<file path="src/rtl/delay_tap_scheduler_pkg.sv">
// Shared types for the delay tap scheduler: default widths, FSM encoding,
// the stored table entry and the tap packet layout.
package delay_tap_scheduler_pkg;

    localparam int DEF_N_OBJ             = 4;
    localparam int DEF_OBJ_ID_WIDTH      = 2;
    localparam int DEF_DELAY_LENGTH      = 14;
    localparam int DEF_SAMPLE_ADDR_WIDTH = 10;
    localparam int DEF_DEST_WIDTH        = 4;
    localparam int DEF_SCEN_LEN_WIDTH    = 13;

    typedef enum logic [1:0] {
        ST_IDLE = 2'd0,
        ST_RUN  = 2'd1,
        ST_EMIT = 2'd2
    } state_e;

    typedef struct packed {
        logic                        valid;
        logic                        underflow;
        logic [DEF_DELAY_LENGTH-1:0] adj;
    } entry_t;

    // Packet is {sample address, object id}; the destination bits travel separately.
    function automatic logic [DEF_SAMPLE_ADDR_WIDTH+DEF_OBJ_ID_WIDTH-1:0] make_packet(
        input logic [DEF_DELAY_LENGTH-1:0] adj,
        input logic [DEF_OBJ_ID_WIDTH-1:0] obj_id
    );
        return {adj[DEF_SAMPLE_ADDR_WIDTH-1:0], obj_id};
    endfunction

endpackage

</file>
<file path="src/rtl/delay_tap_scheduler_bank.sv">
// One bank of delay entries: indexed write, combinational read, clear-all.
// A write to an entry in the same cycle as a clear keeps the written entry.
module delay_tap_bank
    import delay_tap_scheduler_pkg::*;
#(
    parameter int N_OBJ        = DEF_N_OBJ,
    parameter int OBJ_ID_WIDTH = DEF_OBJ_ID_WIDTH
) (
    input  logic                    clk_i,
    input  logic                    rst_i,
    input  logic                    clear_i,
    input  logic                    we_i,
    input  logic [OBJ_ID_WIDTH-1:0] waddr_i,
    input  entry_t                  wdata_i,
    input  logic [OBJ_ID_WIDTH-1:0] raddr_i,
    output entry_t                  rdata_o,
    output logic                    any_valid_o
);

    entry_t mem_q [N_OBJ];

    always_ff @(posedge clk_i) begin
        for (int i = 0; i < N_OBJ; i++) begin
            if (rst_i) begin
                mem_q[i] <= '0;
            end else if (we_i && (waddr_i == OBJ_ID_WIDTH'(i))) begin
                mem_q[i] <= wdata_i;
            end else if (clear_i) begin
                mem_q[i] <= '0;
            end
        end
    end

    assign rdata_o = mem_q[raddr_i];

    always_comb begin
        any_valid_o = 1'b0;
        for (int i = 0; i < N_OBJ; i++) begin
            any_valid_o = any_valid_o | mem_q[i].valid;
        end
    end

endmodule

</file>
<file path="src/rtl/delay_tap_scheduler.sv">
// Two-bank delay table: boot writes fill the active bank, runtime writes fill
// the shadow bank, which is swapped in at a scenario wrap and then re-emitted.
module delay_tap_scheduler
    import delay_tap_scheduler_pkg::*;
#(
    parameter int N_OBJ             = DEF_N_OBJ,
    parameter int OBJ_ID_WIDTH      = DEF_OBJ_ID_WIDTH,
    parameter int DELAY_LENGTH      = DEF_DELAY_LENGTH,
    parameter int SAMPLE_ADDR_WIDTH = DEF_SAMPLE_ADDR_WIDTH,
    parameter int DEST_WIDTH        = DEF_DEST_WIDTH,
    parameter int SCEN_LEN_WIDTH    = DEF_SCEN_LEN_WIDTH
) (
    input  logic                                      CLK,
    input  logic                                      reset,
    input  logic                                      boot_up,
    input  logic                                      input_valid,
    input  logic                                      glob_scen_noc_input_valid,
    input  logic [DELAY_LENGTH-1:0]                   delay_matrix_element,
    input  logic [OBJ_ID_WIDTH-1:0]                   obj_id_element,
    input  logic [DELAY_LENGTH-1:0]                   hardware_latency1,
    input  logic [DELAY_LENGTH-1:0]                   hardware_latency2,
    input  logic [SCEN_LEN_WIDTH-1:0]                 scenario_len,
    input  logic                                      start,
    output logic [SAMPLE_ADDR_WIDTH+OBJ_ID_WIDTH-1:0] tapping_loc_packet,
    output logic [DEST_WIDTH-1:0]                     tap_dest,
    output logic                                      tapping_loc_valid,
    output logic                                      tap_underflow,
    output logic [SCEN_LEN_WIDTH-1:0]                 scenario_counter,
    output logic                                      scenario_update,
    output logic                                      table_ready
);

    state_e                                   state_q, state_d;
    logic [SCEN_LEN_WIDTH-1:0]                counter_q, counter_d;
    logic [OBJ_ID_WIDTH-1:0]                  slot_q, slot_d;
    logic                                     bank_sel_q, bank_sel_d;
    logic                                     dirty_q, dirty_d;
    logic [SAMPLE_ADDR_WIDTH+OBJ_ID_WIDTH-1:0] packet_q, packet_d;
    logic [DEST_WIDTH-1:0]                    dest_q, dest_d;
    logic                                     tvalid_q, tvalid_d;
    logic                                     uflow_q, uflow_d;
    logic                                     update_q, update_d;
    logic                                     ready_q;

    logic [DELAY_LENGTH+1:0]   adj_full;
    entry_t                    new_entry;
    logic                      boot_we, rt_we, swap, wrap, rt_target;
    logic [SCEN_LEN_WIDTH-1:0] len_last;
    logic [1:0]                bank_we, bank_clr, bank_any;
    entry_t                    rd0, rd1, act_entry;

    // Two guard bits so the double subtraction cannot wrap past the sign.
    assign adj_full = {2'b00, delay_matrix_element} - {2'b00, hardware_latency1}
                    - {2'b00, hardware_latency2};

    always_comb begin
        new_entry           = '0;
        new_entry.valid     = 1'b1;
        new_entry.underflow = adj_full[DELAY_LENGTH+1];
        new_entry.adj       = adj_full[DELAY_LENGTH+1] ? '0 : adj_full[DELAY_LENGTH-1:0];
    end

    assign rt_we   = glob_scen_noc_input_valid;
    assign boot_we = boot_up & input_valid & ~rt_we & (state_q == ST_IDLE);

    assign len_last = (scenario_len == '0) ? '0 : scenario_len - SCEN_LEN_WIDTH'(1);
    assign wrap     = (counter_q == len_last);

    always_comb begin
        state_d  = state_q;
        counter_d = counter_q;
        slot_d   = slot_q;
        swap     = 1'b0;
        update_d = 1'b0;
        if (start) begin
            state_d   = ST_EMIT;
            counter_d = '0;
            slot_d    = '0;
        end else begin
            case (state_q)
                ST_IDLE: ;
                ST_RUN, ST_EMIT: begin
                    if (wrap) begin
                        counter_d = '0;
                        update_d  = 1'b1;
                        swap      = dirty_q;
                        if (dirty_q || (state_q == ST_EMIT)) begin
                            state_d = ST_EMIT;
                            slot_d  = '0;
                        end
                    end else begin
                        counter_d = counter_q + SCEN_LEN_WIDTH'(1);
                        if (state_q == ST_EMIT) begin
                            if (slot_q == OBJ_ID_WIDTH'(N_OBJ - 1)) begin
                                state_d = ST_RUN;
                            end else begin
                                slot_d = slot_q + OBJ_ID_WIDTH'(1);
                            end
                        end
                    end
                end
                default: state_d = ST_IDLE;
            endcase
        end
    end

    // A runtime write in the swap cycle targets the bank that becomes shadow.
    assign rt_target  = swap ? bank_sel_q : ~bank_sel_q;
    assign bank_sel_d = swap ? ~bank_sel_q : bank_sel_q;
    assign dirty_d    = rt_we ? 1'b1 : (swap ? 1'b0 : dirty_q);

    assign bank_we[0]  = (boot_we & ~bank_sel_q) | (rt_we & ~rt_target);
    assign bank_we[1]  = (boot_we &  bank_sel_q) | (rt_we &  rt_target);
    assign bank_clr[0] = swap & ~bank_sel_q;
    assign bank_clr[1] = swap &  bank_sel_q;

    delay_tap_bank #(.N_OBJ(N_OBJ), .OBJ_ID_WIDTH(OBJ_ID_WIDTH)) u_bank0 (
        .clk_i(CLK), .rst_i(reset), .clear_i(bank_clr[0]), .we_i(bank_we[0]),
        .waddr_i(obj_id_element), .wdata_i(new_entry), .raddr_i(slot_q),
        .rdata_o(rd0), .any_valid_o(bank_any[0])
    );

    delay_tap_bank #(.N_OBJ(N_OBJ), .OBJ_ID_WIDTH(OBJ_ID_WIDTH)) u_bank1 (
        .clk_i(CLK), .rst_i(reset), .clear_i(bank_clr[1]), .we_i(bank_we[1]),
        .waddr_i(obj_id_element), .wdata_i(new_entry), .raddr_i(slot_q),
        .rdata_o(rd1), .any_valid_o(bank_any[1])
    );

    assign act_entry = bank_sel_q ? rd1 : rd0;

    always_comb begin
        tvalid_d = 1'b0;
        packet_d = '0;
        dest_d   = '0;
        uflow_d  = 1'b0;
        if ((state_q == ST_EMIT) && act_entry.valid) begin
            tvalid_d = 1'b1;
            packet_d = make_packet(act_entry.adj, slot_q);
            dest_d   = act_entry.adj[DELAY_LENGTH-1:SAMPLE_ADDR_WIDTH];
            uflow_d  = act_entry.underflow;
        end
    end

    always_ff @(posedge CLK) begin
        if (reset) begin
            state_q    <= ST_IDLE;
            counter_q  <= '0;
            slot_q     <= '0;
            bank_sel_q <= 1'b0;
            dirty_q    <= 1'b0;
            packet_q   <= '0;
            dest_q     <= '0;
            tvalid_q   <= 1'b0;
            uflow_q    <= 1'b0;
            update_q   <= 1'b0;
            ready_q    <= 1'b0;
        end else begin
            state_q    <= state_d;
            counter_q  <= counter_d;
            slot_q     <= slot_d;
            bank_sel_q <= bank_sel_d;
            dirty_q    <= dirty_d;
            packet_q   <= packet_d;
            dest_q     <= dest_d;
            tvalid_q   <= tvalid_d;
            uflow_q    <= uflow_d;
            update_q   <= update_d;
            ready_q    <= bank_sel_q ? bank_any[1] : bank_any[0];
        end
    end

    assign tapping_loc_packet = packet_q;
    assign tap_dest           = dest_q;
    assign tapping_loc_valid  = tvalid_q;
    assign tap_underflow      = uflow_q;
    assign scenario_counter   = counter_q;
    assign scenario_update    = update_q;
    assign table_ready        = ready_q;

endmodule

</file>
<file path="config.mk">
export PLATFORM = sky130hd
export DESIGN_NAME = delay_tap_scheduler
export DESIGN_NICKNAME = d
export VERILOG_FILES = /design/src/rtl/delay_tap_scheduler_pkg.sv /design/src/rtl/delay_tap_scheduler_bank.sv /design/src/rtl/delay_tap_scheduler.sv
export SDC_FILE = /design/constraint.sdc
export NUM_CORES = 1
export LEC_CHECK = 0
export CORE_AREA = 4 4 188 172
export CTS_BUF_LIST = sky130_fd_sc_hd__clkbuf_16
export CTS_CLUSTER_DIAMETER = 60
export DETAILED_ROUTE_END_ITERATION = 8
export DIE_AREA = 0 0 192 176
export SLEW_MARGIN = 20
export SYNTH_ARGS = -nofsm -noshare
export SYNTH_HDL_FRONTEND = slang
export SYNTH_SLANG_ARGS = --single-unit
</file>
<file path="constraint.sdc">
create_clock -name CLK -period 17.65 [get_ports CLK]
set_input_delay 3.53 -clock CLK [delete_from_list [all_inputs] [get_ports CLK]]
set_output_delay 3.53 -clock CLK [all_outputs]
set_load 0.005 [all_outputs]
</file>
# [Word level (Yosys, flattened, before mapping)]
# Memory sizes are Yosys's and may differ from the RTL's. A register that Yosys moved wholly into a read port is not among the register bits.
# Cells that the tools add are included.
[totals] register_bits=39 mem_bits_rw=128 out_inout_bits=33 memories=2
[op_classes] n_reduce_logical=22 bitwise=39 eq_ne=16 add_sub_neg=5 mux=95
[mem_list] name="u_bank0.mem_q" words=4 word_bits=16 rd=5 rd_clocked_by_memory_dff=1 wr=4 line_no="delay_tap_scheduler_bank.sv:20" source="entry_t mem_q [N_OBJ];"
[mem_list] name="u_bank1.mem_q" words=4 word_bits=16 rd=5 rd_clocked_by_memory_dff=1 wr=4 line_no="delay_tap_scheduler_bank.sv:20"
[op_table] op="2-to-1 mux 16 bit" count=17
[op_table] op="2-to-1 mux 1 bit" count=61
[op_table] op="2-to-1 mux 13 bit" count=2
[op_table] op="2-to-1 mux 2 bit" count=13
[op_table] op="bitwise OR 1 bit" count=24
[op_table] op="subtractor 15 x 15 -> 16 bit" count=1
[op_table] op="subtractor 14 x 14 -> 15 bit" count=1
[op_table] op="2-to-1 mux 14 bit" count=1
[op_table] op="adder 13 x 1 -> 13 bit (second input constant)" count=1
[op_table] op="equality test 13 bit" count=1
[op_table] op="logical NOT 13 bit" count=1
[op_table] op="subtractor 13 x 1 -> 13 bit (second input constant)" count=1
[op_table] op="inequality test 4 bit (second input constant)" count=3
[op_table] op="AND reduction 4 bit" count=3
[op_table] op="bitwise AND 1 bit" count=9
[op_table] op="logical AND 1 bit" count=9
[op_table] op="inequality test 3 bit (second input constant)" count=3
[op_table] op="equality test 2 bit (second input constant)" count=4
[op_table] op="inverter 1 bit" count=6
[op_table] op="OR reduction 2 bit" count=3
[op_table] op="equality test 2 x 1 -> 1 bit (second input constant)" count=2
[op_table] op="logical NOT 2 bit" count=2
[op_table] op="inequality test 2 bit (second input constant)" count=2
[op_table] op="one-hot mux 2 bit (2 select lines)" count=1
[op_table] op="5 further kinds" count=6

# [Depth between registers and ports, before layout]
# Gate-level depths: netlist (run 1).
[depth] depth_word=16 ltp_mapped=21 ltp_nobuf=18

# [Hierarchy]
# Synthesis (run 1) repeated with hierarchy kept, for this count alone.
[unflattened] hier_cells=800 hier_area_um2=9417.8
[by_module_without_submodules] module="delay_tap_bank" area_per_inst_um2=2884.0 seq_area_each_um2=1921.8 cells_each=165 instances=2
[by_module_without_submodules] module="delay_tap_scheduler" area_per_inst_um2=3649.8 seq_area_each_um2=780.7 cells_each=470 instances=1

# [Worst setup path after synthesis (run 1)]
# No wires, ideal clock.
[synth_path] path_kind="input -> register" start="in scenario_len[0]" end="mem u_bank0.mem_q[0][0] (netlist bit) (enable)" arrival_time_ns=7.560 setup_time_ns=0.411 path_buffers=2 path_stages=16 t_required_ns=17.239 path_slack_ns=9.679 path_cell_list="inv_1 > ha_1 > buf_2 > nor3b_1 > mux2_2 > mux2i_1 > o2111ai_1 > nor4_2 > nand4_1 > buf_2 > or2_1 > nor2_1 > ha_1 > o22ai_1 > nand2b_1 > o21ai_0"
[synth_lines] element="start, declared" line_no="delay_tap_scheduler.sv:22" source="input logic [SCEN_LEN_WIDTH-1:0] scenario_len,"
[synth_lines] element="end, declared" line_no="delay_tap_scheduler_bank.sv:20"

==> results of run 1 <==
## through the flow
stage          util [%]  area, um2
2_1_floorplan         -       9020
3_3_place_gp       34.1      10400
3_5_place_dp       34.1      10400
4_1_cts            35.9      10900
5_1_grt            36.0      10900
6_report           36.0      10900
## registers in the layout, summed over array words and instances, names as in the netlist, 2 cells and up, named ones only
register / cells
scenario_counter: 13
slot_q: 2
state_q: 2
tap_dest: 4
tapping_loc_packet: 12
u_bank0.mem_q: 64
u_bank1.mem_q: 64
## critical path: stages
cell and delay (ns):
clkdlybuf4s50_1 0.46, ha_1 0.15, inv_1 0.05, fa_1 0.39, a21o_1 0.17, a21oi_1 0.23, o211ai_1 0.21, a21o_1 0.21
a21oi_1 0.16, xnor2_1 0.13, ha_1 0.29, a21o_1 0.17, a21o_1 0.20, a31oi_1 0.31, o21ai_0 0.21, a21o_1 0.32
nand2_2 0.70, buf_4 0.62, nor3_1 0.14
## final timing paths
| check | startpoint | end | cells after the start |
|---|---|---|---|
| max | hardware_latency1[0] | u_bank0.mem_q[0][2] | 19 |
| min | slot_q[0] | tapping_loc_packet[0] | 2 |
| max reg2reg | scenario_counter[0] | u_bank0.mem_q[2][5] | 12 |
| min reg2reg | slot_q[0] | tapping_loc_packet[0] | 2 |
## final cells by class
cell class,count,area share [%]
Sequential cell,169,42.6
Tap cell,409,4.67
Inverter,62,2.13
Clock buffer,17,3.89
Timing Repair Buffer,106,9.44
Multi-Input combinational cell,556,36.1
Clock inverter,15,1.17
## power by group
group / internal (mW) / switching, mW
Combinational: 0.0673 / 0.126
Sequential: 0.441 / 0.00440
Clock: 0.194 / 0.158
## cells by family after synthesis
group,synth area share (%)
muxes,8.34
buffers and inverters,4.55
DFF,51.7
xor gates and xnor gates,3.89
and+or+nand+nor,17.5
adders and majority gates,5.44
AOI/OAI and AO/OA,8.55
## per-layer routing
layer,wire length [um],vias up,part of all wire (%),GRT usage [%]
li1,-,3221,-,-
met2,11200,158,48,22.7
met1,10800,3250,46,19.7
met5,0,-,0,0
met4,225,0,0.96,3.12
met3,1210,16,5.2,3.52
## cell usage in the layout (no fill, tap or decap), types with 5 or more instances in the layout
master           count
xnor2_1             22
dfxtp_1             39
o21a_1               5
nor2_1              51
nor4_1               6
a31oi_1              8
o21ai_1             10
o21ai_0             19
inv_1               63
a21o_1               9
nor2b_1             10
and3_1               6
mux4_2              32
a21oi_1             46
o31ai_1              5
clkdlybuf4s50_1     95
buf_4               11
ha_1                36
clkbuf_16           17
nand3_1             13
nand2b_1             6
xor2_1              18
or3_1                6
nor3_1             116
nand2_1             70
edfxtp_1           128
==> results.json, run 1 <==
{
  "row_count": 61,
  "ys_types": 61,
  "drive_gt1_share_pct": 9.62,
  "wl_per_cell_um": 17.5,
  "ir_drop_mv": 0.0644,
  "die_x_um": 192,
  "holdBufCountCts": 0,
  "dp.cells": 1302,
  "power_density_nw_per_um2": 90.5,
  "place_congestion": 0.834,
  "required_ns": 17.79,
  "outcome": "completed",
  "critPathMaxFanout": 56,
  "drv_slew": 0,
  "cts_made_buffers": 17,
  "grt_pass1_vias": 6671,
  "r2r_slack_ns": 13.00,
  "syn_area_um2": 9020,
  "dr.pass1.iters": 4,
  "routed_wl_um": 23400,
  "start_kind": "input pin",
  "first_iter_violations": 519,
  "rsz0062_at_grt": "false",
  "finalHoldViolCount": 0,
  "netlist_top_cells_area": "edfxtp_1 (43%), dfxtp_1 (9.1%), mux4_2 (8.0%), nor3_1 (6.4%), ha_1 (5.0%)",
  "nets": 1013,
  "period_share_pct": 48.5,
  "syn_area_per_cell_um2": 10.9,
  "drc": 0,
  "clock_skew_ns": 0.0125,
  "p_total_uw": 990,
  "dpl.hpwl_um": 15100,
  "fin_ws_ns": 9.09,
  "core_um2": 30500,
  "place_ws_ns": 8.63,
  "routed-via-count": 6645,
  "async_reset_ff_share_pct": 0,
  "antenna_found_initial": 0,
  "cts_tree": "built",
  "dieHeight_um": 176,
  "design.die.area_um2": 33800,
  "yosysSeqAreaShare_pct": 51.7,
  "htreeDepth": 4,
  "port_buffers": 95,
  "worst_hold_path_type": "reg -> reg",
  "synth_most_common_cell": "edfxtp_1",
  "netlist.area_leader.share_pct": 42.6,
  "leakagePower_nw": 3.90,
  "slew_headroom_pct": 32.5,
  "synth_ff_type": "edfxtp_1",
  "stdcell_count": 1334,
  "grt_pass1_wl_um": 37300,
  "areaGrowthSynthToFinish_pct": 21.4,
  "yosysWarningCount": 0,
  "arrival_ns": 8.70,
  "viasPerCell": 4.98,
  "start_util_pct": 29.6,
  "multiInputGateArea_um2": 3950,
  "fin_hold_ws_ns": 0.494,
  "clock_sinks": 169,
  "fillers": 3026,
  "synthCells": 830,
  "num_antenna_cells": 0,
  "grt_start_max_net_pins": 57,
  "clk_pin_slew_ns": 0.07,
  "ioPinCount": 96,
  "grt_usage_pct": 14.2,
  "postCtsSetupRepairBufs": 0,
  "synthTopCellsByCount": "edfxtp_1 (128), nor3_1 (116), nand2_1 (71), inv_1 (61), nor2_1 (51)",
  "period_needed_ns": 8.56,
  "antenna_left": 0,
  "yosysTopAreaCell": "edfxtp_1",
  "grt.overflow.total": 0,
  "worstSkewPairLatency_ns": 0.43,
  "root_buffer": "clkbuf_16",
  "tightest_slew_ns": 1.01,
  "timing.fmax_mhz": 117,
  "cts_resized": 0,
  "ys_ff_latch": 169,
  "cp-end-kind": "flip-flop",
  "tns_ns": 0,
  "synth_edf_count": 128,
  "drv_cap": 0,
  "seq_area_um2": 4670,
  "cts_buffer_depth": 2,
  "setup_viol": 0,
  "crit_type": "in -> reg",
  "synthesis.nets": 931
}
Power figures use the tool's default switching activity.
==> inputs of run 2 (changes only) <==
==> constraint.sdc (replaced) <==
create_clock -name CLK -period 8.26 [get_ports CLK]
set_input_delay 1.652 -clock CLK [delete_from_list [all_inputs] [get_ports CLK]]
set_output_delay 1.652 -clock CLK [all_outputs]
set_load 0.005 [all_outputs]
==> run 2 against run 1 <==
Sequential power increased by 110%. First-iteration DRC count decreased by 19%. Non-clock buffer count is 1 higher. Power is 120% higher. Register-to-register slack worse by 9.3 ns. Worst hold slack improved by 0.0022 ns. Critical path type unchanged. Critical endpoint is now u_bank0.mem_q[3][6]. Highest routed layer unchanged.
==> results.json, run 2 (synthesis results as in run 1) <==
{
  "outcome": "completed",
  "power_density_nw_per_um2": 196,
  "place_congestion": 0.837,
  "r2r_cells": 12,
  "clock_sinks": 169,
  "cts_tree": "built",
  "start_util_pct": 29.6,
  "antenna_left": 0,
  "hold-path-endpoint": "tapping_loc_packet[0]",
  "htreeDepth": 4,
  "dpl.hpwl_um": 15200,
  "first_iter_violations": 422,
  "r2r-end": "u_bank0.mem_q[3][6]",
  "grt.overflow.total": 0,
  "period_share_pct": 78.5,
  "drive_gt1_share_pct": 9.72,
  "r2r_slack_ns": 3.66,
  "crit_slowest_cell": "nand3_1",
  "cts_made_buffers": 17,
  "worstSkewPairLatency_ns": 0.44,
  "core_um2": 30500,
  "mostFrequentLayoutCells": "edfxtp_1 (128), nor3_1 (116), clkdlybuf4s50_1 (95), nand2_1 (70), inv_1 (63)",
  "ir_drop_mv": 0.144,
  "tightest_slew_ns": 1.11,
  "antenna_found_initial": 0,
  "r2r_start": "scenario_counter[0]",
  "fillers": 3010,
  "crit_type": "in -> reg",
  "drc": 0,
  "worst_hold_path_type": "reg -> reg",
  "layout_commonest_cell": "edfxtp_1",
  "setup_viol": 0,
  "clk_pin_slew_ns": 0.07,
  "finalHoldViolCount": 0,
  "postCtsSetupRepairBufs": 0,
  "critPathMaxStageDelay_ns": 0.72,
  "drv_slew": 0,
  "grt_pass1_vias": 6637,
  "rsz0062_at_grt": "false",
  "grt_start_max_net_pins": 57,
  "fin_ws_ns": 1.78,
  "clock_skew_ns": 0.0112,
  "timing.fmax_mhz": 154,
  "routed-via-count": 6714,
  "slew_headroom_pct": 26.0,
  "ioPinCount": 96,
  "grt_usage_pct": 14.1,
  "root_buffer": "clkbuf_16",
  "startpoint": "scenario_len[0]",
  "drv_cap": 0,
  "cts_resized": 0,
  "arrival_ns": 6.72,
  "areaGrowthSynthToFinish_pct": 21.9,
  "nets": 1014,
  "start_kind": "input pin",
  "p_switching_uw": 619,
  "period_needed_ns": 6.48,
  "die_x_um": 192,
  "tns_ns": 0,
  "whs_path_depth": 2,
  "place_ws_ns": 1.38,
  "seq_power_share_pct": 44.2,
  "routed_wl_um": 23500,
  "fin_hold_ws_ns": 0.496,
  "design.die.area_um2": 33800,
  "dr.pass1.iters": 4,
  "port_buffers": 95,
  "critPathMaxFanout": 16,
  "fin_util_pct": 36.1,
  "dieHeight_um": 176,
  "required_ns": 8.50,
  "row_count": 61,
  "num_antenna_cells": 0,
  "wl_per_cell_um": 17.6,
  "grt_pass1_wl_um": 36900,
  "netSwitchingFraction_pct": 28.8,
  "clock_power_share_pct": 36.6,
  "combPwrFrac_pct": 19.3,
  "cts_buffer_depth": 2,
  "holdBufCountCts": 0,
  "cp-end-kind": "flip-flop",
  "p_int_mw": 1.53,
  "viasPerCell": 5.03,
  "hp-start": "slot_q[0]",
  "path_cells": "clkdlybuf4s50_1 -> inv_1 -> ha_1 -> inv_1 -> or3_1 -> or4_4 -> a311oi_1 -> nand4_1 -> or2_1 -> nor2_1 -> ha_1 -> o22ai_1 -> nand3_1 -> nor3_1",
  "leakagePower_nw": 3.93
}
[run 2: cell types whose count changed in the layout (fill, tap and decap cells not counted)]
cell,delta
inv_6,-1
buf_12,+1
clkinvlp_4,-3
bufinv_16,+1
clkinv_4,+3
[run 2: per-layer routing]
layer | track usage [%] | vias up | routed length (um)
met4 | 3.36 | 0 | 314
li1 | - | 3234 | -
met3 | 2.89 | 25 | 1310
met2 | 23.9 | 187 | 11500
met5 | 0 | - | 0
met1 | 18.7 | 3268 | 10400
[run 2: power groups by stage]
| stage | sequential (mW) | combinational (mW) | clock (mW) |
|---|---|---|---|
| finish | 0.951 | 0.415 | 0.787 |
| global route | 0.953 | 0.463 | 0.841 |
| CTS | 0.951 | 0.418 | 0.803 |
| floorplan | 0.967 | 0.280 | 0 |
| detailed placement | 0.970 | 0.416 | 0 |
| global placement | 0.968 | 0.414 | 0 |
[run 2: how the worst max path moves through the flow]
stage,to,cells past startpoint
5_1_grt,u_bank0.mem_q[3][6],15
2_1_floorplan,u_bank0.mem_q[0][0],16
3_5_place_dp,u_bank0.mem_q[2][9],15
4_1_cts,u_bank0.mem_q[2][9],14
3_3_place_gp,u_bank1.mem_q[3][2],19
6_report,u_bank0.mem_q[3][6],14
[run 2: final cells by class]
| type | count | area (um2) | share of cell area, % |
|---|---|---|---|
| Clock buffer | 17 | 425 | 3.87 |
| Clock inverter | 15 | 153 | 1.39 |
| Inverter | 62 | 233 | 2.12 |
| Multi-Input combinational cell | 556 | 3950 | 35.9 |
| Sequential cell | 169 | 4670 | 42.4 |
| Tap cell | 409 | 512 | 4.65 |
| Timing Repair Buffer | 107 | 1050 | 9.58 |
[run 2: worst max-delay path, delay by kind of cell]
family	cells	cell delay, ns
adders and majority gates	2	0.60
buffers and inverters	3	0.69
AOI/OAI and AO/OA	2	0.76
and+or+nand+nor	7	3.00
[run 2: through the flow]
stage,cell area (um2),total power [mW],cells
floorplan,9020,1.25,830
global route,11000,2.26,1335
detailed placement,10400,1.39,1303
CTS,11000,2.17,1335
global placement,10400,1.38,1303
finish,11000,2.15,1335
